[src/rtl/mmc1_serial_port.sv]
// -----------------------------------------------------------------------------
// mmc1_serial_port
//
// Front end of the MMC1 register file. It captures CPU writes to $8000-$FFFF
// and assembles the serial load sequence, which is D0 sent LSB first. Each
// completed sequence becomes one parallel register write for the bank-decode
// stage. A write with D7 set aborts the sequence and raises LOAD_RST.
//
// All state changes on the falling edge of CPU_M2. nRESET is asynchronous
// and active-low.
//
// Optional feature (macro MMC1_CONSEC_FILTER_EN):
//   When this macro is defined, the block ignores a write cycle that directly
//   follows another write cycle. Only the first write of a back-to-back burst
//   counts. This handles RMW double writes such as INC $8000.
//   When the macro is undefined, every write cycle is accepted.
//
// Parameters:
//   SHIFT_LEN    serial writes per register update (MMC1 = 5, range 2..8)
//
// Ports:
//   CPU_M2       in   CPU phi2; state updates on its falling edge
//   nRESET       in   asynchronous active-low reset
//   nCPU_ROMSEL  in   low = access to $8000-$FFFF
//   nCPU_RW      in   low = write
//   CPU_A14/A13  in   register select; taken only from the completing write
//   CPU_D0       in   serial data bit
//   CPU_D7       in   load-reset bit
//   REG_WE       out  one-period pulse; REG_SEL/REG_DATA valid
//   REG_SEL      out  {A14,A13}: 0 control, 1 CHR0, 2 CHR1, 3 PRG
//   REG_DATA     out  assembled value; bit 0 is the first serial write
//   LOAD_RST     out  one-period pulse on an accepted D7=1 write
//   SHIFT_CNT    out  number of accepted bits currently held
// -----------------------------------------------------------------------------
module mmc1_serial_port #(
    parameter int SHIFT_LEN = 5
) (
    input  logic                 CPU_M2,
    input  logic                 nRESET,
    input  logic                 nCPU_ROMSEL,
    input  logic                 nCPU_RW,
    input  logic                 CPU_A14,
    input  logic                 CPU_A13,
    input  logic                 CPU_D0,
    input  logic                 CPU_D7,
    output logic                 REG_WE,
    output logic [1:0]           REG_SEL,
    output logic [SHIFT_LEN-1:0] REG_DATA,
    output logic                 LOAD_RST,
    output logic [2:0]           SHIFT_CNT
);

    typedef enum logic {
        EMPTY,
        FILLING
    } state_t;

    localparam logic [2:0] LAST_CNT = 3'(SHIFT_LEN - 1);

    state_t                 state_q, state_d;
    // The shift register holds only the bits still pending. The completing
    // write supplies the final MSB directly, so SHIFT_LEN-1 bits are enough.
    logic [SHIFT_LEN-2:0]   shift_q, shift_d;
    logic [2:0]             cnt_q, cnt_d;
    logic                   we_q, we_d;
    logic                   rst_q, rst_d;
    logic [1:0]             sel_q, sel_d;
    logic [SHIFT_LEN-1:0]   data_q, data_d;

    logic                   write_cyc;
    logic                   accept;
    logic [SHIFT_LEN-1:0]   shift_in;

    assign write_cyc = ~nCPU_ROMSEL & ~nCPU_RW;

`ifdef MMC1_CONSEC_FILTER_EN
    // This flag is set by any write cycle of the previous M2 period, whether
    // that write was accepted or not. As a result, every write after the
    // first one in a burst stays filtered.
    logic prev_wr_q;

    always_ff @(negedge CPU_M2 or negedge nRESET) begin
        if (!nRESET) begin
            prev_wr_q <= 1'b0;
        end else begin
            prev_wr_q <= write_cyc;
        end
    end

    assign accept = write_cyc & ~prev_wr_q;
`else
    assign accept = write_cyc;
`endif

    // D0 enters at the top and everything moves one place toward bit 0.
    // On the last write this vector is the complete register value.
    assign shift_in = {CPU_D0, shift_q};

    always_ff @(negedge CPU_M2 or negedge nRESET) begin
        if (!nRESET) begin
            state_q <= EMPTY;
            shift_q <= '0;
            cnt_q   <= 3'd0;
            we_q    <= 1'b0;
            rst_q   <= 1'b0;
            sel_q   <= 2'd0;
            data_q  <= '0;
        end else begin
            state_q <= state_d;
            shift_q <= shift_d;
            cnt_q   <= cnt_d;
            we_q    <= we_d;
            rst_q   <= rst_d;
            sel_q   <= sel_d;
            data_q  <= data_d;
        end
    end

    always_comb begin
        state_d = state_q;
        shift_d = shift_q;
        cnt_d   = cnt_q;
        we_d    = 1'b0;
        rst_d   = 1'b0;
        sel_d   = sel_q;
        data_d  = data_q;

        if (accept) begin
            if (CPU_D7) begin
                // D7 has priority over completion, even on the would-be last write.
                state_d = EMPTY;
                shift_d = '0;
                cnt_d   = 3'd0;
                rst_d   = 1'b1;
            end else if (state_q == FILLING && cnt_q == LAST_CNT) begin
                state_d = EMPTY;
                shift_d = '0;
                cnt_d   = 3'd0;
                we_d    = 1'b1;
                sel_d   = {CPU_A14, CPU_A13};
                data_d  = shift_in;
            end else begin
                state_d = FILLING;
                shift_d = shift_in[SHIFT_LEN-1:1];
                cnt_d   = cnt_q + 3'd1;
            end
        end
    end

    assign REG_WE    = we_q;
    assign LOAD_RST  = rst_q;
    assign REG_SEL   = sel_q;
    assign REG_DATA  = data_q;
    assign SHIFT_CNT = cnt_q;

endmodule
[config.mk]
export PLATFORM = sky130hd
export DESIGN_NAME = mmc1_serial_port
export DESIGN_NICKNAME = d
export VERILOG_FILES = /design/src/rtl/mmc1_serial_port.sv
export SDC_FILE = /design/constraint.sdc
export NUM_CORES = 1
export LEC_CHECK = 0
export CAP_MARGIN = 20
export CORE_UTILIZATION = 47
export CTS_BUF_LIST = sky130_fd_sc_hd__clkbuf_4 sky130_fd_sc_hd__clkbuf_8
export CTS_CLUSTER_DIAMETER = 30
export DETAILED_ROUTE_END_ITERATION = 16
export PLACE_DENSITY = 0.79
export SYNTH_ARGS = -nofsm -noshare
export SYNTH_HDL_FRONTEND = slang
export SYNTH_SLANG_ARGS = --single-unit
[constraint.sdc]
create_clock -name CPU_M2 -period 1.78 [get_ports CPU_M2]
set_input_delay 0.356 -clock CPU_M2 [delete_from_list [all_inputs] [get_ports CPU_M2]]
set_output_delay 0.356 -clock CPU_M2 [all_outputs]
set_load 0.01 [all_outputs]
== Word-level counts from Yosys, hierarchy flattened ==
Index checks and enable logic that the tools add are counted.

* Output and inout port bits: 12
* Register bits after elaboration: 17

* $add $sub $neg: 1
* Equality and inequality tests: 1
* Muxes and demuxes: 11
* Bitwise operators: 4
* Reductions and logical operators: 2

{| class="wikitable"
|+ Operator list
! operator !! count
|-
| 2-to-1 mux 4 bit || 2
|-
| 2-to-1 mux 1 bit || 7
|-
| 2-to-1 mux 3 bit || 2
|-
| adder 3 x 1 -> 3 bit (second input constant) || 1
|-
| == test 3 bit (second input constant) || 1
|-
| inverter 1 bit || 3
|-
| AND reduction 3 bit || 1
|-
| AND 1 bit || 1
|-
| logical AND 1 bit || 1
|}

== Logic depth before layout (Yosys ltp) ==
Gate-level depths: netlist of run 1.

* Depth in word-level cells: 5
* Mapped depth: 5
* Depth with buffers taken out: 5

==> metrics list, run 1 <==
* H-tree depth: 1
- Synthesized Nets: 58
- At the worst endpoint, the required time is approximately 1400 ps.
- Total power after layout: 838.6 uW
- Global-route wire length before repair: 2076 um
- At the end of the flow, the number of nets in the layout was 95.
* # IOs: 20
- Global route total overflow: 0
* Clock buffers created by TritonCTS: 3
* Power per standard cell area: around 790 nW/um^2
- Placement Cell Area: 964.7 um^2
* Clock latency on the worst-skew pair: 290 ps
- Summed over all cells, the static leakage comes to ~0.00057 uW.
- In this run the critical register-to-register path is launched from SHIFT_CNT[1]$_DFFE_NN0P_.
- Die extent in x: 40.09 um
- At the pin with the least slew margin, the transition time is about 320 ps.
* RSZ-0062 raised after global routing: true
- Routed wire length on met3: 73 um
- Layout cell share with drive strength beyond 1: 0.5595
* Post-Route Skew: 5.286 ps
* Die Y: 40.09 um
* Failing checks: setup timing
- The startpoint identified for the worst hold timing path is REG_DATA[2]$_DFFE_NN0P_.
* Top metal layer carrying routed signals: met4
- Buffers placed on the I/O ports in this run total 19.
* Total of fill cells in the finished design: between 80 and 90
* Number of max-cap violations: 0
* IR drop worst, VDD: slightly above 0.0006 V
- The tree is rooted in a clkbuf_4.
- The final route contains 535 vias.
- Sequential share of the synthesized area: 0.6239
- HPWL reported at the end of detailed placement: between 800 and 900 um
* Fin Hold WS: 457.6 ps
* List of cells traversed by the critical path: buf_2
- Counting distinct cell types in the post-synthesis netlist gives 16.
* Post-route ant nets: 0
- For this design, the slowest cell found on the critical path is dfrtn_1.
- Flops & latches, synth: 17
- Mapped Area: 681.9 um^2
- Entering global routing, the biggest net connects 18 pins.
- In the final routing, the length of wire on met1 measures 692 um.
- Per-instance average area after synthesis: 14.21 um^2
- The number of failing hold endpoints at the final stage came to 0.
- Area enclosed by the die boundary: about 1600 um^2
- The max-slew violation total from the final report was 0.
* Number of violations reported at the end of detailed-routing iteration 0: 8
- Yosys attributes the largest share of cell area to dfrtn_1 62%, mux2_2 13%, a22o_1 5.1%, ha_1 3.7%, nor3_4 2.4%.
- All-Layer GR Usage: 0.2095
- Total number of yosys warnings: 0
* Remaining routing DRC violations: 0
* First-pass iteration count of the detailed router: 4
- Detailed routing placed a total of 766 um of wire on met2.
- For the worst setup path, the data arrival time is 1740 ps.
- The clock passes through at most 2 buffers.
* Ratio of routed vias to standard cells: 5.404
* Starting density of the core: 0.5176
* Worst Path Class, Setup: reg -> out
- After detailed routing, the average wire length per cell comes to 15.71 um.
- Crit path launch type: flip-flop
* Tightest slew margin relative to the limit: 0.7850
- Antenna violations before repair: 0
- The number of buffers and inverters on the critical path is 1.
- TritonCTS clock tree: done
* Launch point of the worst path: SHIFT_CNT[1]$_DFFE_NN0P_
- Num Clock Sinks: 17
- Placer Congestion: 0.7506
- Maximum fanout along the worst path: 2
- For this run, the share of the core covered by cells in the final layout is 0.8034.
* Biggest area consumer among synthesized cells: dfrtn_1
* Critical path's top delay family: flip-flops
- Non-Filler Cell Area, Final: 1059 um^2
- Synthesized netlist cell count: between 40 and 50
- The flow ran to the end, but the final reports show violations.
- The worst setup path is captured at an output pin.
- Worst-path clk slew: roughly 70 ps
- The routed design has 1555 um of wire.
- The floorplan has 13 rows.
- Antenna cells: 0
- At the placement stage, the worst setup path has a slack of -963.8 ps.
- Delay of the slowest cell on the worst path: 430 ps
* Number of global-route vias before repair: around 470
- The share of synthesized area in the top cell type comes to 0.6239.
- Area growth from synthesis to layout: 55.23%
* Smallest setup slack after layout: -318.6 ps
- Total of endpoints with negative setup slack in the final report: 26
* Hold/Removal Path Class: reg -> reg
* Core Box Area: 1318 um^2
## cell usage in the layout, fill, tap and decap left out
cell              n
or2_4             1
a22o_1            4
nand3_1           1
nand2_4           1
o41ai_2           1
a211oi_1          1
a21o_1            1
buf_6             4
buf_12            2
buf_4             8
clkinv_2          1
ha_1              2
o21ai_2           2
nor3b_4           1
dfrtn_1          17
buf_2            13
clkdlybuf4s15_1   1
buf_8             1
nor3_4            1
inv_1             4
clkbuf_4          3
nor2_1            1
clkdlybuf4s50_1   4
mux2_4            8
nand2_1           1
## registers in the layout, summed over array words and instances (netlist names)
register   count
REG_DATA       5
state_q        1
shift_q        4
REG_SEL        2
SHIFT_CNT      3
LOAD_RST       1
REG_WE         1
## final timing paths
kind	slack, ps	end	depth (start not counted)
setup / recovery	-320	SHIFT_CNT[1]	1
hold / removal	460	REG_DATA[2]$_DFFE_NN0P_	1
setup reg to reg	-50	REG_DATA[4]$_DFFE_NN0P_	8
hold reg to reg	460	REG_DATA[2]$_DFFE_NN0P_	1
max in group asynchronous	450	SHIFT_CNT[1]$_DFFE_NN0P_	2
min in group asynchronous	1170	REG_WE$_DFF_NN0_	2
## metrics by stage
stage,std cells,TNS (ps)
3_3_place_gp,88,-18420
6_report,99,-6298
2_1_floorplan,48,-5903
4_1_cts,97,-6406
3_5_place_dp,88,-18760
5_1_grt,99,-6939
## logic make-up (layout without fill, tap and decap cells)
kind of cell	after synthesis	count (layout)	synth area share
buffers and inverters	5	41	0.02751
multiplexers	8	8	0.1321
AND/OR/NAND/NOR	7	7	0.07890
AO/OA/AOI/OAI	9	9	0.1009
adder cells (fa/ha/maj)	2	2	0.03669
flip-flops	17	17	0.6239
## worst reg2reg max path, cell delays in order (launching register included)
cell     delay [ps]
dfrtn_1         360
buf_4           140
buf_4           140
inv_1            50
ha_1            160
nand3_1         150
nor3_4          230
buf_12          160
mux2_4          300
## power by group
| group | switching (uW) | internal [uW] |
|---|---|---|
| Combinational | 83.5 | 106 |
| Sequential | 18.4 | 419 |
| Clock | 128 | 83.6 |
## layer usage
layer	up-vias	global-route usage
met5	-	0
met4	0	0.1207
met3	4	0.05000
met2	18	0.3145
met1	269	0.2744
li1	244	-
## cell type report
| cell class | instances | area [um^2] | share of cell area |
|---|---|---|---|
| Clock buffer | 3 | 22.52 | 0.02128 |
| Clock inverter | 1 | 5.005 | 0.004728 |
| Multi-Input combinational cell | 26 | 296.5 | 0.2801 |
| Tap cell | 15 | 18.77 | 0.01773 |
| Sequential cell | 17 | 425.4 | 0.4019 |
| Timing Repair Buffer | 33 | 275.3 | 0.2600 |
| Inverter | 4 | 15.01 | 0.01418 |
## synthesized netlist by cell type
cell / instances
nor3b_2: 1
a211oi_1: 1
inv_1: 4
o41ai_1: 1
nand2_1: 2
nor3_4: 1
ha_1: 2
a22o_1: 4
or2_4: 1
o21ai_0: 2
mux2_2: 8
nor2_1: 1
dfrtn_1: 17
clkbuf_1: 1
a21o_1: 1
nand3_1: 1
## repair_timing
| item | 4_1_cts | 5_1_grt |
|---|---|---|
| cloned | 1 | 0 |
| hold endpoints to repair | 0 | 0 |
| pin swaps | 9 | 4 |
| setup buffers | 4 | 3 |
| hold buffers | 0 | 0 |
| setup endpoints to repair | 29 | 27 |
| resized for setup | 74 | 5 |
Power figures use the tool's default switching activity.
==> run 2: changes to the inputs <==
PLACE_DENSITY = 0.91   (was 0.79)
SETUP_SLACK_MARGIN = 0.15   (was not set)
TNS_END_PERCENT = 20   (was not set)
==> metrics list, run 2 (synthesized netlist as in run 1, its figures left out) <==
* Result of the run: finished with violations
- The final reports fail on setup timing.
- Counting every sink on the clock net gives 17.
* Maximum fanout along the worst path: 2
* List of cells traversed by the critical path: buf_2
* Met2 Track Usage GR: 0.3468
- The number of failing hold endpoints at the final stage came to 0.
- GRT busiest layer: met2
- For this run, the detailed router's first-pass iteration total came to 4.
* Global-route wire length before repair: between 2000 and 2500 um
* Critical Path Sink Type: output pin
* Fin Hold WS: 454.6 ps
- 0 antenna diodes ended up in the layout.
- Setup repair after global routing could not meet its margin everywhere.
- Number of global-route vias before repair: 503
* Buffer type at the clock tree root: clkbuf_4
- The library cell used most frequently in the layout, excluding fill and tap cells, is dfrtn_1.
- Area enclosed by the die boundary: 1607 um^2
- In the routed layout, each cell is associated on average with a via count of 5.204.
- Critical path's top delay family: flip-flops
* Pre-CTS WS: -974.9 ps
- Worst Max-Slew Pin Slew: 336.2 ps
- Clock latency on the worst-skew pair: 280 ps
- The register with the most flip-flops in the layout has 5 of them.
- Crit path depth: 1
- In the final layout, the share of cells above drive strength 1 is 0.5181.
- Number of slew-limit violations in the final report: 0
* Largest net degree at the start of global routing: 18
* Number of hold buffers added after CTS: 0
- Setup slack on the worst reg-to-reg path comes out at -80 ps.
* Worst Path Buf+Inv: 1
- Number of max-cap violations: 0
- Power per standard cell area: 796.4 nW/um^2
- The first routing iteration left 5 violations.
- Wires add up to 1438 um.
- Clock buffers created by TritonCTS: 3
* Worst-path clk slew: approximately 70 ps
- Post-layout nets: 94
- Worst reg2reg path startpoint: SHIFT_CNT[0]$_DFFE_NN0P_
- Crit path launch type: flip-flop
* Launch point of the worst path: REG_SEL[0]$_DFFE_NN0P_
- In the layout the commonest cells are 17 x dfrtn_1, 13 x buf_2, 10 x buf_4, 7 x mux2_4.
- H-tree depth: 1
- Worst hold start: REG_DATA[0]$_DFFE_NN0P_
- The slowest stage of the critical path belongs to the cell dfrtn_1.
* Deepest clock path buffer count: 2
* Number of rows in the core area: 13
* Worst Path Class, Setup: reg -> out
- Delay of the slowest cell on the worst path: 420 ps
* Area growth from synthesis to layout: 47.34%
- Final-layout setup total negative slack: -6280 ps
- The initial utilization of the core area, before any placement, comes to 0.5176.
- After detailed routing, the number of remaining DRC violations is 0.
* Smallest setup slack after layout: -314.4 ps
- Antenna violations before repair: 0
- The floorplan step set the die width to 40.09 um.
- The analysis attributes to cell leakage a power of 0.0005421 uW.
- Placer Congestion: 0.7115
- For the final database, setup skew stands at 2.193 ps.
- Counting cells, the worst reg-to-reg path comes to 8.
- Data on the critical path arrives at its endpoint at 1740 ps.
* HPWL reported at the end of detailed placement: 941.4 um
* Core Box Area: 1318 um^2
- IR analysis of the VDD net gives a maximum drop of between 0.0006 and 0.0007 V.
- Post-route ant nets: 0
- Count of buffers from port buffering: 19
* Destination of the worst hold path: REG_DATA[0]$_DFFE_NN0P_
* Met1 capacity usage during global routing: 0.2419
- Tightest slew margin relative to the limit: 0.7756
* Hold/Removal Path Class: reg -> reg
- Measured along the y axis, the die boundary spans 40.09 um.
* # IOs: 20
- Reg-to-reg endpoint: REG_SEL[1]$_DFFE_NN0P_
* Vias after detailed routing: 510
* Total of endpoints with negative setup slack in the final report: 26
* TritonCTS clock tree: done
* Met3 Track Usage GR: 0.05556
- Across every metal layer, demand over resource in global routing totals 0.2047.
- Counting instances, the worst hold path has a depth of 1.
- At the worst endpoint, the required time is 1420 ps.
- In the final routed layout, each cell accounts on average for 14.67 um.
* Global route total overflow: 0
run 2: metal layers:
metal	up-vias	share of wire
li1	239	-
met5	-	0
met3	2	0.040
met1	255	0.42
met2	14	0.53
met4	0	0.0083
run 2: final cells by class:
cell class,count,area [um^2]
sequential,17,425.4
fill,87,312.8
multi-input combinational,26,270.3
timing repair buffer,32,247.7
clock buffer,3,22.52
tap,15,18.77
inverter,4,15.01
clock inverter,1,5.005
run 2: worst max path at each step:
stage,to,slack (ps)
floorplan,REG_DATA[4]$_DFFE_NN0P_,-550
global route,REG_SEL[0],-340
global placement,REG_DATA[3]$_DFFE_NN0P_,-960
detailed placement,REG_SEL[1]$_DFFE_NN0P_,-970
finish,REG_SEL[0],-310
CTS,SHIFT_CNT[0],-320
run 2: power by group:
group	total, uW	internal, uW	switching, uW	leakage (uW)
clock	202	83.4	119	0.0000177
combinational	162	90.5	71.6	0.000294
sequential	436	419	17.0	0.000230
total	800	593	207	0.000542
run 2: per-stage QoR:
step,instances,utilization,total power (uW),cell area [um^2]
2_1_floorplan,48,-,502.9,681.9
3_3_place_gp,88,0.7322,595.2,964.7
3_5_place_dp,88,0.7322,603.1,964.7
4_1_cts,95,0.7493,795.3,987.2
5_1_grt,98,0.7626,835.9,1005
6_report,98,0.7626,800.2,1005
run 2: timing repair:
action                                  CTS  global route
endpoints found under the setup margin   29            28
pin swaps                                 5             1
setup buffers                             3             3
resized for setup                        67             1
==> run 3: changes to the inputs <==
ABC_CLOCK_PERIOD_IN_PS = 1780   (was not set)
==> results of run 3 <==
Final layout, timing and power as in run 2 (identical DEF).
